`config.mk`:
```
export PLATFORM = sky130hd
export DESIGN_NAME = mem_arbiter
export DESIGN_NICKNAME = d
export VERILOG_FILES = /design/src/rtl/mem_arbiter_pkg.sv /design/src/rtl/mem_tag_table.sv /design/src/rtl/mem_arbiter.sv
export SDC_FILE = /design/constraint.sdc
export NUM_CORES = 1
export LEC_CHECK = 0
export BUFFER_PORTS_ARGS = -buffer_cell sky130_fd_sc_hd__buf_2
export CORE_AREA = 2 2 149 151
export DETAILED_ROUTE_END_ITERATION = 8
export DIE_AREA = 0 0 151 153
export SETUP_SLACK_MARGIN = 0.02
export SLEW_MARGIN = 5
export SYNTH_ARGS = -nofsm -noshare
export SYNTH_HDL_FRONTEND = slang
export SYNTH_HIERARCHICAL = 1
export SYNTH_SLANG_ARGS = --single-unit
export TNS_END_PERCENT = 20
```
`constraint.sdc`:
```
create_clock -name clock -period 4.7 [get_ports clock]
set_input_delay 0 -clock clock [delete_from_list [all_inputs] [get_ports clock]]
set_output_delay 0 -clock clock [all_outputs]
set_load 0.02 [all_outputs]
```
`src/rtl/mem_arbiter_pkg.sv`:
```
// Shared memory-interface types and sizing for the cache-to-memory arbiter.
package mem_arbiter_pkg;

  localparam int NUM_MEM_TAGS = 15;
  localparam int STARVE_LIMIT = 4;

  typedef logic [3:0]  mem_tag_t;
  typedef logic [63:0] mem_block_t;
  typedef logic [31:0] addr_t;

  typedef enum logic [1:0] {
    MEM_NONE  = 2'h0,
    MEM_LOAD  = 2'h1,
    MEM_STORE = 2'h2
  } mem_command_t;

  localparam logic OWNER_I = 1'b0;
  localparam logic OWNER_D = 1'b1;

  typedef struct packed {
    logic valid;
    logic owner;
  } tag_owner_entry_t;

endpackage

```
`src/rtl/mem_tag_table.sv`:
```
// Tag-ownership table: records which cache issued each outstanding load tag.
module mem_tag_table
  import mem_arbiter_pkg::*;
#(
  parameter int NUM_TAGS = NUM_MEM_TAGS
) (
  input  logic     clock,
  input  logic     reset,
  input  logic     alloc_en,
  input  mem_tag_t alloc_tag,
  input  logic     alloc_owner,
  input  mem_tag_t lookup_tag,
  output logic     hit_i,
  output logic     hit_d,
  output logic     miss,
  output logic     overwrite
);

  // Entry 0 is never allocated, so tag 0 always reads back as invalid.
  tag_owner_entry_t entry_q [0:NUM_TAGS];
  tag_owner_entry_t entry_d [0:NUM_TAGS];
  tag_owner_entry_t cur;
  logic             lookup_en;
  logic             free_same;

  always_comb begin
    entry_d   = entry_q;
    lookup_en = (lookup_tag != '0);
    cur       = entry_q[lookup_tag];
    hit_i     = lookup_en && cur.valid && (cur.owner == OWNER_I);
    hit_d     = lookup_en && cur.valid && (cur.owner == OWNER_D);
    miss      = lookup_en && !cur.valid;
    free_same = lookup_en && cur.valid && (lookup_tag == alloc_tag);
    overwrite = alloc_en && entry_q[alloc_tag].valid && !free_same;
    if (lookup_en && cur.valid) begin
      entry_d[lookup_tag] = '0;
    end
    // Allocation is applied last so it wins over a same-cycle free.
    if (alloc_en && (alloc_tag != '0)) begin
      entry_d[alloc_tag] = '{valid: 1'b1, owner: alloc_owner};
    end
  end

  always_ff @(posedge clock) begin
    if (reset) begin
      for (int i = 0; i <= NUM_TAGS; i++) begin
        entry_q[i] <= '0;
      end
    end else begin
      entry_q <= entry_d;
    end
  end

endmodule

```
`src/rtl/mem_arbiter.sv`:
```
// Arbitrates I-cache and D-cache requests onto one memory port and routes tagged responses back.
module mem_arbiter
  import mem_arbiter_pkg::*;
(
  input  logic        clock,
  input  logic        reset,
  input  logic        icache_req_valid,
  input  logic [31:0] icache_req_addr,
  input  logic        dcache_req_valid,
  input  logic [1:0]  dcache_req_cmd,
  input  logic [31:0] dcache_req_addr,
  input  logic [63:0] dcache_req_data,
  output logic        icache_req_accepted,
  output logic        dcache_req_accepted,
  output logic [3:0]  req_tag,
  output logic [1:0]  proc2mem_command,
  output logic [31:0] proc2mem_addr,
  output logic [63:0] proc2mem_data,
  input  logic [3:0]  mem2proc_transaction_tag,
  input  logic [63:0] mem2proc_data,
  input  logic [3:0]  mem2proc_data_tag,
  output logic        icache_resp_valid,
  output logic        dcache_resp_valid,
  output logic [63:0] resp_data,
  output logic [3:0]  resp_tag,
  output logic        orphan_resp
);

  localparam logic [2:0] STARVE_MAX = 3'(STARVE_LIMIT);

  logic [2:0]   starve_cnt_q, starve_cnt_d;
  logic         i_win, d_win, accept, alloc_en;
  mem_command_t cmd;
  mem_tag_t     lookup_tag;
  logic         hit_i, hit_d, miss, overwrite;

  always_comb begin
    i_win = !reset && icache_req_valid &&
            (!dcache_req_valid || (starve_cnt_q == STARVE_MAX));
    d_win = !reset && dcache_req_valid && !i_win;

    cmd           = MEM_NONE;
    proc2mem_addr = '0;
    proc2mem_data = '0;
    if (i_win) begin
      cmd           = MEM_LOAD;
      proc2mem_addr = icache_req_addr;
    end else if (d_win) begin
      cmd           = mem_command_t'(dcache_req_cmd);
      proc2mem_addr = dcache_req_addr;
      proc2mem_data = dcache_req_data;
    end
    proc2mem_command = cmd;

    accept              = (cmd != MEM_NONE) && (mem2proc_transaction_tag != '0);
    icache_req_accepted = accept && i_win;
    dcache_req_accepted = accept && d_win;
    req_tag             = accept ? mem2proc_transaction_tag : '0;
    alloc_en            = accept && (cmd == MEM_LOAD);

    // Counts every lost or rejected cycle of a pending I request.
    starve_cnt_d = starve_cnt_q;
    if (!icache_req_valid || icache_req_accepted) begin
      starve_cnt_d = '0;
    end else if (starve_cnt_q < STARVE_MAX) begin
      starve_cnt_d = starve_cnt_q + 3'd1;
    end

    lookup_tag = reset ? '0 : mem2proc_data_tag;
  end

  always_ff @(posedge clock) begin
    if (reset) begin
      starve_cnt_q <= '0;
    end else begin
      starve_cnt_q <= starve_cnt_d;
    end
  end

  mem_tag_table #(.NUM_TAGS(NUM_MEM_TAGS)) u_tag_table (
    .clock       (clock),
    .reset       (reset),
    .alloc_en    (alloc_en),
    .alloc_tag   (mem2proc_transaction_tag),
    .alloc_owner (d_win),
    .lookup_tag  (lookup_tag),
    .hit_i       (hit_i),
    .hit_d       (hit_d),
    .miss        (miss),
    .overwrite   (overwrite)
  );

  assign icache_resp_valid = hit_i;
  assign dcache_resp_valid = hit_d;
  assign orphan_resp       = miss || overwrite;
  assign resp_data         = mem2proc_data;
  assign resp_tag          = mem2proc_data_tag;

endmodule

```
==> reports/qor.txt <==
Levels on crit path: 9
Post-synth EDFFs: 0
Hold WS: 0.0261 ps
Synth warnings: 6
CTS tree: done
Async S/R FF share, synth: 0%
total congestion overflow: 0
hold depth: 0
Tightest Hold Check Type: in2out
fin nets: 805
required time worst endpoint: 4840 ps
critical path capture point type: flop
run status: complete, no violations
Die Ht: 153 microns
largest net degree at the start of global routing: 69
vias in the first global route: 3599
setup TNS: 0 ps
start of the worst register-to-register path: starve_cnt_q[0]
Mean Syn Cell Area: 8.06 sq um
synthesized area: 3500 sq um
GRT Resource Usage Total: 16.3%
crit path cell chain: inv_1 > ha_1 > a21boi_2 > a2bb2oi_1 > nor4_1 > nor3b_1 > nand3_1 > mux2i_1 > nor2_1
Netlist cell types: 51
minimum clock period: 2660 ps
cell count after placement: 870
drt drc: 0
reg-to-reg slack, setup: 2040 ps
CP bufs+invs: 1
Slew headroom: 28.2%
Main synth FF type: dfxtp_1
clock network power share: 34.4%
DRT Pass-1 Iters: 4
final hold vios: 0
PD cells: 204 nW/um^2
Worst-path clk slew: 60 ps
unrepaired setup endpoints after global routing: no
P_leak: 2.24 nW
fmax: 376 MHz
drt wl/cell: 22.9 microns
crit path DAT: 2800 ps
area of the multi-input gates: 2050 sq um
P&R area growth vs syn: 31.7%
Die W: 151 microns
number of clock sinks: 35
drt via density: 4.30
DRT antenna net count: 0
Net Count, Synth: 642
vias post-DR: 3776
FILL cells: 2451
post-CTS sizing: 0
max capacitance violation total: 0
Starting Density: 16.3%
initial drt markers: 318
post-DP HPWL: 17200 microns
Rows: 54
share of cells above drive strength 1: 47.7%
Final Max Tran Viols: 0
Max stage delay on crit path: 680 ps
initial antenna violation count: 1
maximum VDD drop: 0.103 mV
die footprint: 23100 sq um
clock latency at the later pin of the worst-skew pair: 280 ps
# hold bufs at CTS: 0
H-tree Lvls: 2
worst slew pin tran: 1070 ps
Flop pwr share: 32.0%
first-pass GRT wire length: 26700 microns
final cell count without fillers: 879
Final setup violation count: 0
Root Buffer: clkbuf_16
Layout Skew: 5.17 ps
cell family with most CP delay: simple AND/OR/NAND/NOR gates
internal power: 0.000614 W
#FFs+latches synth: 35
Gate Count Post-Synth: 434
switch share: 34.8%
clk buf depth: 2
Critical-path top delay cell: nor4_1
worst r2r dst: u_tag_table/entry_q[10]
critical path class: reg2reg
Reg2Reg Depth: 9
Comb pwr share: 33.6%
Storage cell area: 701 sq um
hold path start: mem2proc_data[25]
IO Pins: 381
cts bufs inserted: 5
core area: 21500 sq um
CP max FO: 6
CP startpoint kind: flop
worst hold endpoint: resp_data[25]
Net Sw Power: 0.000327 W
# port buffers: 252
Setup Fix Bufs, Post-CTS: 0
Final Wtd Congestion: 0.954
Final Cycle Share: 56.6%
Seq/Total Area, Yosys: 20.0%
final WL: 20100 microns
-- flip-flops by register name, indices dropped and copies added, names as in the netlist --
name / count
u_tag_table/entry_q: 32
starve_cnt_q: 3
-- layout make-up --
type,count,area share (%)
Inverter,20,1.63
Multi-Input combinational cell,280,44.5
Clock inverter,3,0.435
Sequential cell,35,15.2
Clock buffer,5,2.72
Antenna cell,1,0.0543
Timing Repair Buffer,255,27.9
Tap cell,280,7.60
-- worst max-delay path by stage --
stage | startpoint | to | slack [ps]
6_report | starve_cnt_q[0] | u_tag_table/entry_q[10] | 2040
5_1_grt | reset | icache_resp_valid | 1800
4_1_cts | reset | dcache_resp_valid | 2010
3_5_place_dp | reset | dcache_resp_valid | 2000
3_3_place_gp | reset | dcache_resp_valid | 2070
2_1_floorplan | starve_cnt_q[0] | u_tag_table/entry_q[2] | 2320
-- synth_stat cells (2+ instances only) --
master,count,area share [%]
inv_1,20,2.1
nor3_1,2,0.29
o21ai_0,15,2.1
and2_1,65,12
mux2_1,2,0.64
nand3_1,13,1.9
a21oi_1,24,3.4
nor2_1,15,1.6
o311ai_1,8,2.0
and3b_1,2,0.50
nor2b_1,11,2.0
buf_2,11,1.6
mux2_4,2,0.86
o31a_1,6,1.5
and3_1,5,0.89
a2bb2oi_1,2,0.50
buf_4,68,15
mux4_2,10,6.4
nand2b_1,6,1.1
clkbuf_1,14,1.5
ha_1,2,0.72
buf_6,5,1.6
xnor2_1,4,1.0
mux2i_1,12,3.4
nand2_1,18,1.9
or2_1,2,0.36
dfxtp_1,35,20
a22o_1,32,8.0
-- power groups by stage --
stage | sequential, W | clock [W] | combinational (W)
finish | 0.000301 | 0.000324 | 0.000316
global route | 0.000301 | 0.000344 | 0.000337
CTS | 0.000301 | 0.000332 | 0.000319
detailed placement | 0.000308 | 0 | 0.000316
global placement | 0.000308 | 0 | 0.000317
floorplan | 0.000307 | 0 | 0.000250
-- stage by stage --
step	setup WS (ps)	total power [W]	area, sq um	util (%)
6_report	2040	0.000941	4610	21.4
5_1_grt	1800	0.000982	4610	21.4
4_1_cts	2010	0.000952	4600	21.4
3_5_place_dp	2000	0.000624	4460	20.8
3_3_place_gp	2070	0.000624	4460	20.8
2_1_floorplan	2320	0.000557	3500	-
-- kinds of logic (layout without fill, tap and decap cells) --
group           after synthesis  after routing  share of synthesized area (%)
fa+ha+maj                     2              2                          0.715
mux                          27             27                           11.7
flops                        35             35                           20.0
xor+xnor                      5              5                           1.25
other cells                   0              1                              0
simple gates                149            149                           24.5
buf+inv                     119            283                           21.5
compound gates               97             97                           20.3
-- cell usage in the layout, fill, tap and decap left out, types with 13 or more instances in the layout --
| cell type | instances |
|---|---|
| nor2_1 | 15 |
| a22o_1 | 32 |
| buf_2 | 252 |
| nand3_1 | 13 |
| and2_1 | 65 |
| o21ai_0 | 15 |
| inv_1 | 20 |
| dfxtp_1 | 35 |
| nand2_1 | 18 |
| a21oi_1 | 24 |
-- per-layer routing --
layer	global-route usage, %	vias up	wire length (microns)
met1	19.5	1763	7700
met3	9.73	5	3300
met2	26.0	252	9040
met5	0	-	0
li1	-	1756	-
met4	1.47	0	48
Note: power is estimated with default switching activity, not from simulation.
